===== src/rtl/pong_game_ctrl.sv =====
// Game-sequencing controller for the pong datapath: serve/play/pause/point
// sequencing, score keeping with saturation at WIN_SCORE, and winner detection.
module pong_game_ctrl #(
  parameter int WIN_SCORE    = 7,
  parameter int SCORE_W      = 4,
  parameter int SERVE_FRAMES = 60,
  parameter int POINT_FRAMES = 90
) (
  input  logic               P_CLK,
  input  logic               RST,
  input  logic               start,
  input  logic               frame_tick,
  input  logic               miss_left,
  input  logic               miss_right,
  output logic               ball_run,
  output logic               ball_reset,
  output logic               serve_dir,
  output logic [SCORE_W-1:0] score_p1,
  output logic [SCORE_W-1:0] score_p2,
  output logic               game_over,
  output logic               winner,
  output logic [2:0]         state
);

  localparam int MAX_FRAMES = (SERVE_FRAMES > POINT_FRAMES) ? SERVE_FRAMES : POINT_FRAMES;
  localparam int CNT_W      = (MAX_FRAMES > 1) ? $clog2(MAX_FRAMES) : 1;

  localparam logic [CNT_W-1:0]   SERVE_LOAD = CNT_W'(SERVE_FRAMES - 1);
  localparam logic [CNT_W-1:0]   POINT_LOAD = CNT_W'(POINT_FRAMES - 1);
  localparam logic [SCORE_W-1:0] SCORE_MAX  = SCORE_W'(WIN_SCORE);

  typedef enum logic [2:0] {
    S_IDLE  = 3'd0,
    S_SERVE = 3'd1,
    S_PLAY  = 3'd2,
    S_PAUSE = 3'd3,
    S_POINT = 3'd4,
    S_OVER  = 3'd5
  } state_t;

  state_t             state_q, state_d;
  logic [CNT_W-1:0]   cnt_q, cnt_d;
  logic [SCORE_W-1:0] p1_q, p1_d, p2_q, p2_d;
  logic [SCORE_W-1:0] p1_inc, p2_inc;
  logic               dir_q, dir_d;
  logic               win_q, win_d;
  logic               start_q;
  logic               st_edge;

  assign st_edge = start & ~start_q;
  assign p1_inc  = (p1_q >= SCORE_MAX) ? SCORE_MAX : p1_q + SCORE_W'(1);
  assign p2_inc  = (p2_q >= SCORE_MAX) ? SCORE_MAX : p2_q + SCORE_W'(1);

  // NOTE: sequential state uses non-blocking assignments so every register
  // samples pre-edge values regardless of statement order.
  always_ff @(posedge P_CLK or posedge RST) begin
    if (RST) begin
      state_q <= S_IDLE;
      cnt_q   <= '0;
      p1_q    <= '0;
      p2_q    <= '0;
      dir_q   <= 1'b0;
      win_q   <= 1'b0;
      start_q <= 1'b1;  // a button held through reset must not start a game
    end else begin
      state_q <= state_d;
      cnt_q   <= cnt_d;
      p1_q    <= p1_d;
      p2_q    <= p2_d;
      dir_q   <= dir_d;
      win_q   <= win_d;
      start_q <= start;
    end
  end

  // NOTE: every output of this block is given a hold value first, so no
  // path through the case statement can infer a latch.
  always_comb begin
    state_d = state_q;
    cnt_d   = cnt_q;
    p1_d    = p1_q;
    p2_d    = p2_q;
    dir_d   = dir_q;
    win_d   = win_q;
    unique case (state_q)
      S_IDLE, S_OVER: begin
        if (st_edge) begin
          state_d = S_SERVE;
          cnt_d   = SERVE_LOAD;
          p1_d    = '0;
          p2_d    = '0;
          dir_d   = 1'b0;
          win_d   = 1'b0;
        end
      end
      S_SERVE: begin
        if (frame_tick) begin
          if (cnt_q == '0) state_d = S_PLAY;
          else             cnt_d   = cnt_q - CNT_W'(1);
        end
      end
      S_PLAY: begin
        // Misses outrank pause and frame ticks; the loser is served toward.
        if (miss_left && miss_right) begin
          state_d = S_POINT;
          cnt_d   = POINT_LOAD;
        end else if (miss_right) begin
          p1_d  = p1_inc;
          dir_d = 1'b1;
          if (p1_inc == SCORE_MAX) begin
            state_d = S_OVER;
            win_d   = 1'b0;
          end else begin
            state_d = S_POINT;
            cnt_d   = POINT_LOAD;
          end
        end else if (miss_left) begin
          p2_d  = p2_inc;
          dir_d = 1'b0;
          if (p2_inc == SCORE_MAX) begin
            state_d = S_OVER;
            win_d   = 1'b1;
          end else begin
            state_d = S_POINT;
            cnt_d   = POINT_LOAD;
          end
        end else if (st_edge) begin
          state_d = S_PAUSE;
        end
      end
      S_PAUSE: begin
        if (st_edge) state_d = S_PLAY;
      end
      S_POINT: begin
        if (frame_tick) begin
          if (cnt_q == '0) begin
            state_d = S_SERVE;
            cnt_d   = SERVE_LOAD;
          end else begin
            cnt_d = cnt_q - CNT_W'(1);
          end
        end
      end
      default: state_d = S_IDLE;
    endcase
  end

  assign ball_run   = (state_q == S_PLAY);
  assign ball_reset = (state_q == S_IDLE) || (state_q == S_SERVE);
  assign game_over  = (state_q == S_OVER);
  assign serve_dir  = dir_q;
  assign winner     = win_q;
  assign score_p1   = p1_q;
  assign score_p2   = p2_q;
  assign state      = state_q;

endmodule


===== config.mk =====
export PLATFORM = sky130hd
export DESIGN_NAME = pong_game_ctrl
export DESIGN_NICKNAME = d
export VERILOG_FILES = /design/src/rtl/pong_game_ctrl.sv
export SDC_FILE = /design/constraint.sdc
export NUM_CORES = 1
export LEC_CHECK = 0
export CORE_MARGIN = 10
export CORE_UTILIZATION = 42
export DETAILED_ROUTE_END_ITERATION = 16
export MAX_ROUTING_LAYER = met4
export PLACE_DENSITY = 0.62
export RECOVER_POWER = 100
export SYNTH_ARGS = -nofsm -noshare
export SYNTH_HDL_FRONTEND = slang
export SYNTH_SLANG_ARGS = --single-unit

===== constraint.sdc =====
create_clock -name P_CLK -period 3.9 [get_ports P_CLK]
set_input_delay 0.975 -clock P_CLK [delete_from_list [all_inputs] [get_ports P_CLK]]
set_output_delay 0.975 -clock P_CLK [all_outputs]
set_load 0.05 [all_outputs]

==> flow_summary_export.csv, run 1 <==
group,metric,value,unit
critical_path,start_kind,"flip-flop",
floorplanning,ios,22,
power,power.density,429.1,nW/um^2
route,wl_per_cell,15.56,um
critical_path,rr_startpoint,"cnt_q[3]",
layout,syn2layout_area_growth,19.20,%
run_status,status,"complete, no violations",
layout,register_area,526.8,um^2
critical_path,crit_arrival,2.58,ns
layout,antenna_cells,0,
power,p_leak,0.7264,nW
route,dr.pass1.iters,4,
logic_synthesis,ys_async_sr_fraction,100.0,%
sta,fmax,281.6,MHz
sta,tns,0,ns
critical_path,crit_start,"state[0]",
grt,grt_pass1_vias,1310,
clocking,root_buffer,"clkbuf_4",
layout,design_area,1632,um^2
route,drc,0,
critical_path,regToRegEndpoint,"cnt_q[1]",
grt,antenna_found_initial,0,
sta,setup_viol,0,
sta,slew_violations,0,
sta,fin_skew,0.005417,ns
layout,fillers,298,
critical_path,endpoint,"ball_run",
sta,min_period,3.551,ns
grt,overflow,0,
clocking,cts_setup_buffers,0,
route,via_per_inst,5.820,
floorplanning,die-height,77.09,um
layout,final_common_cell,"dfrtp_1",
sta,max_slew_margin,46.15,%
critical_path,r2r_cells,5,
clocking,cts_inserted_buffers,3,
clocking,cts_tree,"yes",
sta,fin_crit_sh,91.06,%
route,drt-total-wl,3377,um
logic_synthesis,ys_warn_count,0,
place,dp_hpwl,2555,um
logic_synthesis,synth_ff_type,"dfrtp_1",
grt,grt_max_degree,22,
sta,tightest_slew,0.8068,ns
floorplanning,placementRows,20,
sta,hold_slack,0.5476,ns
critical_path,reg2reg_slack,1.62,ns
clocking,insertion_delay,0.31,ns
clocking,path_clk_slew,0.13,ns
floorplanning,start_util,44.47,%
clocking,cts_buffer_depth,2,
critical_path,cp-end-kind,"primary output",
power,ir_worst_vdd,0.2666,mV
layout,stdcell_count,217,
clocking,postCtsHoldBufs,0,
logic_synthesis,syn_area,1369,um^2
place,post_dp_cell_area,1604,um^2
worst_hold_path,hp-class,"flip-flop to flip-flop",
critical_path,critPathKind,"flip-flop to primary output",
route,ant_nets,0,
logic_synthesis,syn_nets,164,
grt,grt_usage,12.05,%
floorplanning,placeableCoreArea,3078,um^2
critical_path,cp_max_fo,12,
route,first_iter_violations,102,
grt,grt_pass1_wl,6106,um
layout,layout_common_cells,"dfrtp_1 (20), dlygate4sd3_1 (19), nor2_1 (15), a21oi_1 (11), nand2_1 (10)",
logic_synthesis,synth_edf_count,0,
place,place_inst,213,
sta,final-hold-violation-count,0,
run,cap_viol_max_count,0,
critical_path,required,2.92,ns
layout,nets,184,
route,vias,1263,
layout,fin_util,53.01,%
layout,multi_input_area,778.2,um^2
sta,rsz0062_at_grt,"no",
logic_synthesis,synthDistinctLibCells,55,
logic_synthesis,synth-seq-cells,21,
floorplanning,die_width,77.09,um
layout,drive_gt1_share,6.358,%
clocking,h-tree-depth,1,
floorplanning,dieArea,5943,um^2
place,place.gp.congestion,0.8976,
logic_synthesis,ys_seq_area_share,38.48,%
clocking,cts_sinks,21,
place,portBuffers,21,
logic_synthesis,netlist_instances,154,
clocking,post_cts_resized,0,
logic_synthesis,syn_avg_cell_area,8.888,um^2
## synth_stat cells (3+ instances only)
| cell type | count | share of area, % |
|---|---|---|
| nand3_1 | 4 | 1.5 |
| o211ai_1 | 4 | 2.2 |
| dfrtp_1 | 20 | 37 |
| nor2b_1 | 4 | 1.8 |
| nand2b_1 | 3 | 1.4 |
| nor2_1 | 15 | 4.1 |
| nand4_1 | 3 | 1.4 |
| a21oi_1 | 11 | 4.0 |
| buf_2 | 3 | 1.1 |
| inv_1 | 8 | 2.2 |
| o31ai_1 | 3 | 1.6 |
| ha_1 | 4 | 3.7 |
| nor3_1 | 4 | 1.5 |
| nand2_1 | 10 | 2.7 |
| o21ai_0 | 8 | 2.9 |
## state kept, by name, summed over array words and instances, names as in the netlist
signal and flops:
score_p1 4, cnt_q 7, serve_dir 1, score_p2 4
start_q 1, state 3, winner 1
## worst min path at each step
stage | start | slack, ns | end | cells past startpoint
CTS | cnt_q[0] | 0.55 | cnt_q[0] | 1
finish | winner | 0.55 | winner | 2
global placement | cnt_q[0] | 0.53 | cnt_q[0] | 1
floorplan | cnt_q[0] | 0.49 | cnt_q[0] | 1
global route | cnt_q[0] | 0.57 | cnt_q[0] | 1
detailed placement | cnt_q[0] | 0.54 | cnt_q[0] | 1
## per-stage QoR
step                      setup WS (ns)  power (mW)
after floorplan                  0.8457      0.5213
after global placement           0.8289      0.5892
after detailed placement         0.7667      0.5975
after CTS                        0.4024      0.7090
after global routing             0.2542      0.7530
final                            0.3485      0.7001
## critical path, stage by stage, from the launching register on
cell and delay (ns):
dfrtp_1 0.53, or3b_1 0.59, clkinv_1 0.23, dlygate4sd3_1 0.91
## area by class of cell
cell class / instances / share of cell area [%]
Tap cell: 44 / 3.374
Sequential cell: 21 / 32.29
Multi-Input combinational cell: 118 / 47.70
Timing Repair Buffer: 21 / 12.88
Inverter: 9 / 2.071
Clock inverter: 1 / 0.3067
Clock buffer: 3 / 1.380
## per-layer routing
metal	vias up	global-route usage, %	share of wire, %
met3	2	2.214	4.8
met2	41	20.91	48
met1	609	14.49	47
li1	611	-	-
met4	0	1.642	0.44
met5	-	-	0
## cell families (layout without fill, tap and decap cells)
kind of cell	count (synthesis)	in the layout	synth area share [%]
adder cells (fa/ha/maj)	5	5	4.388
AND/OR/NAND/NOR	60	60	24.22
buffers and inverters	15	34	4.662
flip-flops	21	21	38.48
multiplexers	2	2	1.645
XOR/XNOR	2	2	1.280
AO/OA/AOI/OAI	49	49	25.32
## power breakdown
group / internal (mW) / switching (mW) / total (mW)
registers: 0.252 / 0.0594 / 0.312
logic: 0.116 / 0.160 / 0.276
clock network: 0.0382 / 0.0736 / 0.112
total: 0.407 / 0.293 / 0.700
No activity file was read; power rests on OpenSTA's default activity.
==> run 2, diff against run 1 <==
Settings changed: CTS_CLUSTER_SIZE set to 14, GPL_TIMING_DRIVEN set to 0.
==> run 2 against run 1 <==
  * Critical path depth rose by 2
  * Cell area up 0.92%
  * Fmax grew 4.2%
  * Highest routed layer unchanged
  * Clock skew up 0.0023 ns
  * Critical endpoint unchanged
  * Largest cell class unchanged
==> flow_summary_export.csv, run 2 (same netlist as run 1, synthesis figures left out) <==
group,metric,value,unit
layout,syn2layout_area_growth,20.29,%
route,vias,1278,
sta,rsz0062_at_grt,"no",
sta,fin_crit_sh,87.42,%
route,drc,0,
clocking,insertion_delay,0.30,ns
sta,max_slew_margin,43.10,%
route,via_per_inst,5.757,
worst_hold_path,hp-class,"flip-flop to flip-flop",
grt,grt_max_degree,22,
sta,final-hold-violation-count,0,
clocking,root_buffer,"clkbuf_4",
route,wl_per_cell,15.26,um
sta,fin_skew,0.007705,ns
layout,drive_gt1_share,7.303,%
floorplanning,placementRows,20,
clocking,post_cts_resized,0,
route,ant_nets,0,
grt,grt_usage,11.81,%
floorplanning,placeableCoreArea,3078,um^2
grt,overflow,0,
critical_path,max_stage_delay,0.91,ns
floorplanning,dieArea,5943,um^2
layout,fin_util,53.50,%
run,cap_viol_max_count,0,
grt,grt_pass1_vias,1230,
floorplanning,die_width,77.09,um
place,dp_hpwl,2542,um
layout,largest_reg_flops,7,
sta,tightest_slew,0.8446,ns
critical_path,cp_max_fo,10,
route,drt-total-wl,3387,um
route,dr.pass1.iters,6,
sta,fmax,293.3,MHz
power,power.density,425.6,nW/um^2
power,ir_worst_vdd,0.2545,mV
clocking,path_clk_slew,0.13,ns
critical_path,critPathKind,"flip-flop to primary output",
clocking,h-tree-depth,1,
sta,tns,0,ns
place,portBuffers,20,
critical_path,cp-end-kind,"primary output",
sta,min_period,3.409,ns
critical_path,path_cells,"buf_4, or3b_1, buf_2, clkinv_1, dlygate4sd3_1",
layout,layout_common_cells,"dfrtp_1 (20), dlygate4sd3_1 (19), nor2_1 (15), a21oi_1 (11), nand2_1 (10)",
clocking,cts_inserted_buffers,3,
layout,fillers,285,
grt,antenna_found_initial,0,
clocking,cts_sinks,21,
critical_path,crit_arrival,2.43,ns
run_status,status,"complete, no violations",
grt,grt_pass1_wl,5878,um
route,first_iter_violations,56,
critical_path,required,2.92,ns
sta,setup_viol,0,
layout,final_common_cell,"dfrtp_1",
floorplanning,ios,22,
place,place_inst,218,
clocking,postCtsHoldBufs,0,
critical_path,crit_slowest_cell,"dlygate4sd3_1",
place,place.gp.congestion,0.8939,
critical_path,start_kind,"flip-flop",
sta,slew_violations,0,
clocking,cts_setup_buffers,0,
floorplanning,start_util,44.47,%
layout,antenna_cells,0,
layout,stdcell_count,222,
layout,multi_input_area,774.5,um^2
clocking,cts_tree,"yes",
layout,nets,189,
layout,top_register,"cnt_q",
power,p_leak,0.7388,nW
clocking,cts_buffer_depth,2,
floorplanning,die-height,77.09,um
layout,register_area,526.8,um^2
run 2: cell type report:
class                      count  area share (%)
timing repair buffer          20           12.16
sequential                    21           31.99
buffer                         6           1.824
inverter                       9           2.052
tap                           44           3.343
multi-input combinational    118           47.04
clock buffer                   4           1.596
run 2: routing by layer:
metal | track usage, % | vias up | part of all wire [%]
met3 | 2.914 | 4 | 4.1
met4 | 3.832 | 0 | 0.97
met2 | 19.06 | 23 | 47
li1 | - | 623 | -
met1 | 14.10 | 628 | 48
met5 | - | - | 0
run 2: final timing paths:
| check | depth (start not counted) | start | to | slack, ns |
|---|---|---|---|---|
| setup reg to reg | 6 | score_p2[0] | cnt_q[2] | 1.19 |
| setup / recovery | 5 | state[1] | ball_run | 0.49 |
| hold reg to reg | 2 | winner | winner | 0.55 |
| max in group asynchronous | 2 | RST | cnt_q[1] | 2.11 |
| min in group asynchronous | 2 | RST | cnt_q[5] | 1.27 |
| hold / removal | 2 | winner | winner | 0.55 |
run 2: power breakdown:
part	switching [mW]	internal (mW)
Combinational	0.174	0.119
Sequential	0.0460	0.253
Clock	0.0689	0.0398
run 2: stage by stage:
stage                     power [mW]  setup WS, ns  area (um^2)  hold WS, ns
after floorplan               0.5213        0.8457         1369       0.4867
after global routing          0.7564        0.3491         1647       0.5641
after detailed placement      0.6023        0.8475         1624       0.5325
after global placement        0.5907        0.8683         1624       0.5232
final                         0.7008        0.4906         1647       0.5499
after CTS                     0.7114        0.5149         1650       0.5497
run 2: worst max-delay path: cells and delay by family (launching register included):
family | cells | cell delay [ns]
flip-flops | 1 | 0.36
AND/OR/NAND/NOR | 1 | 0.34
buffers and inverters | 4 | 1.43
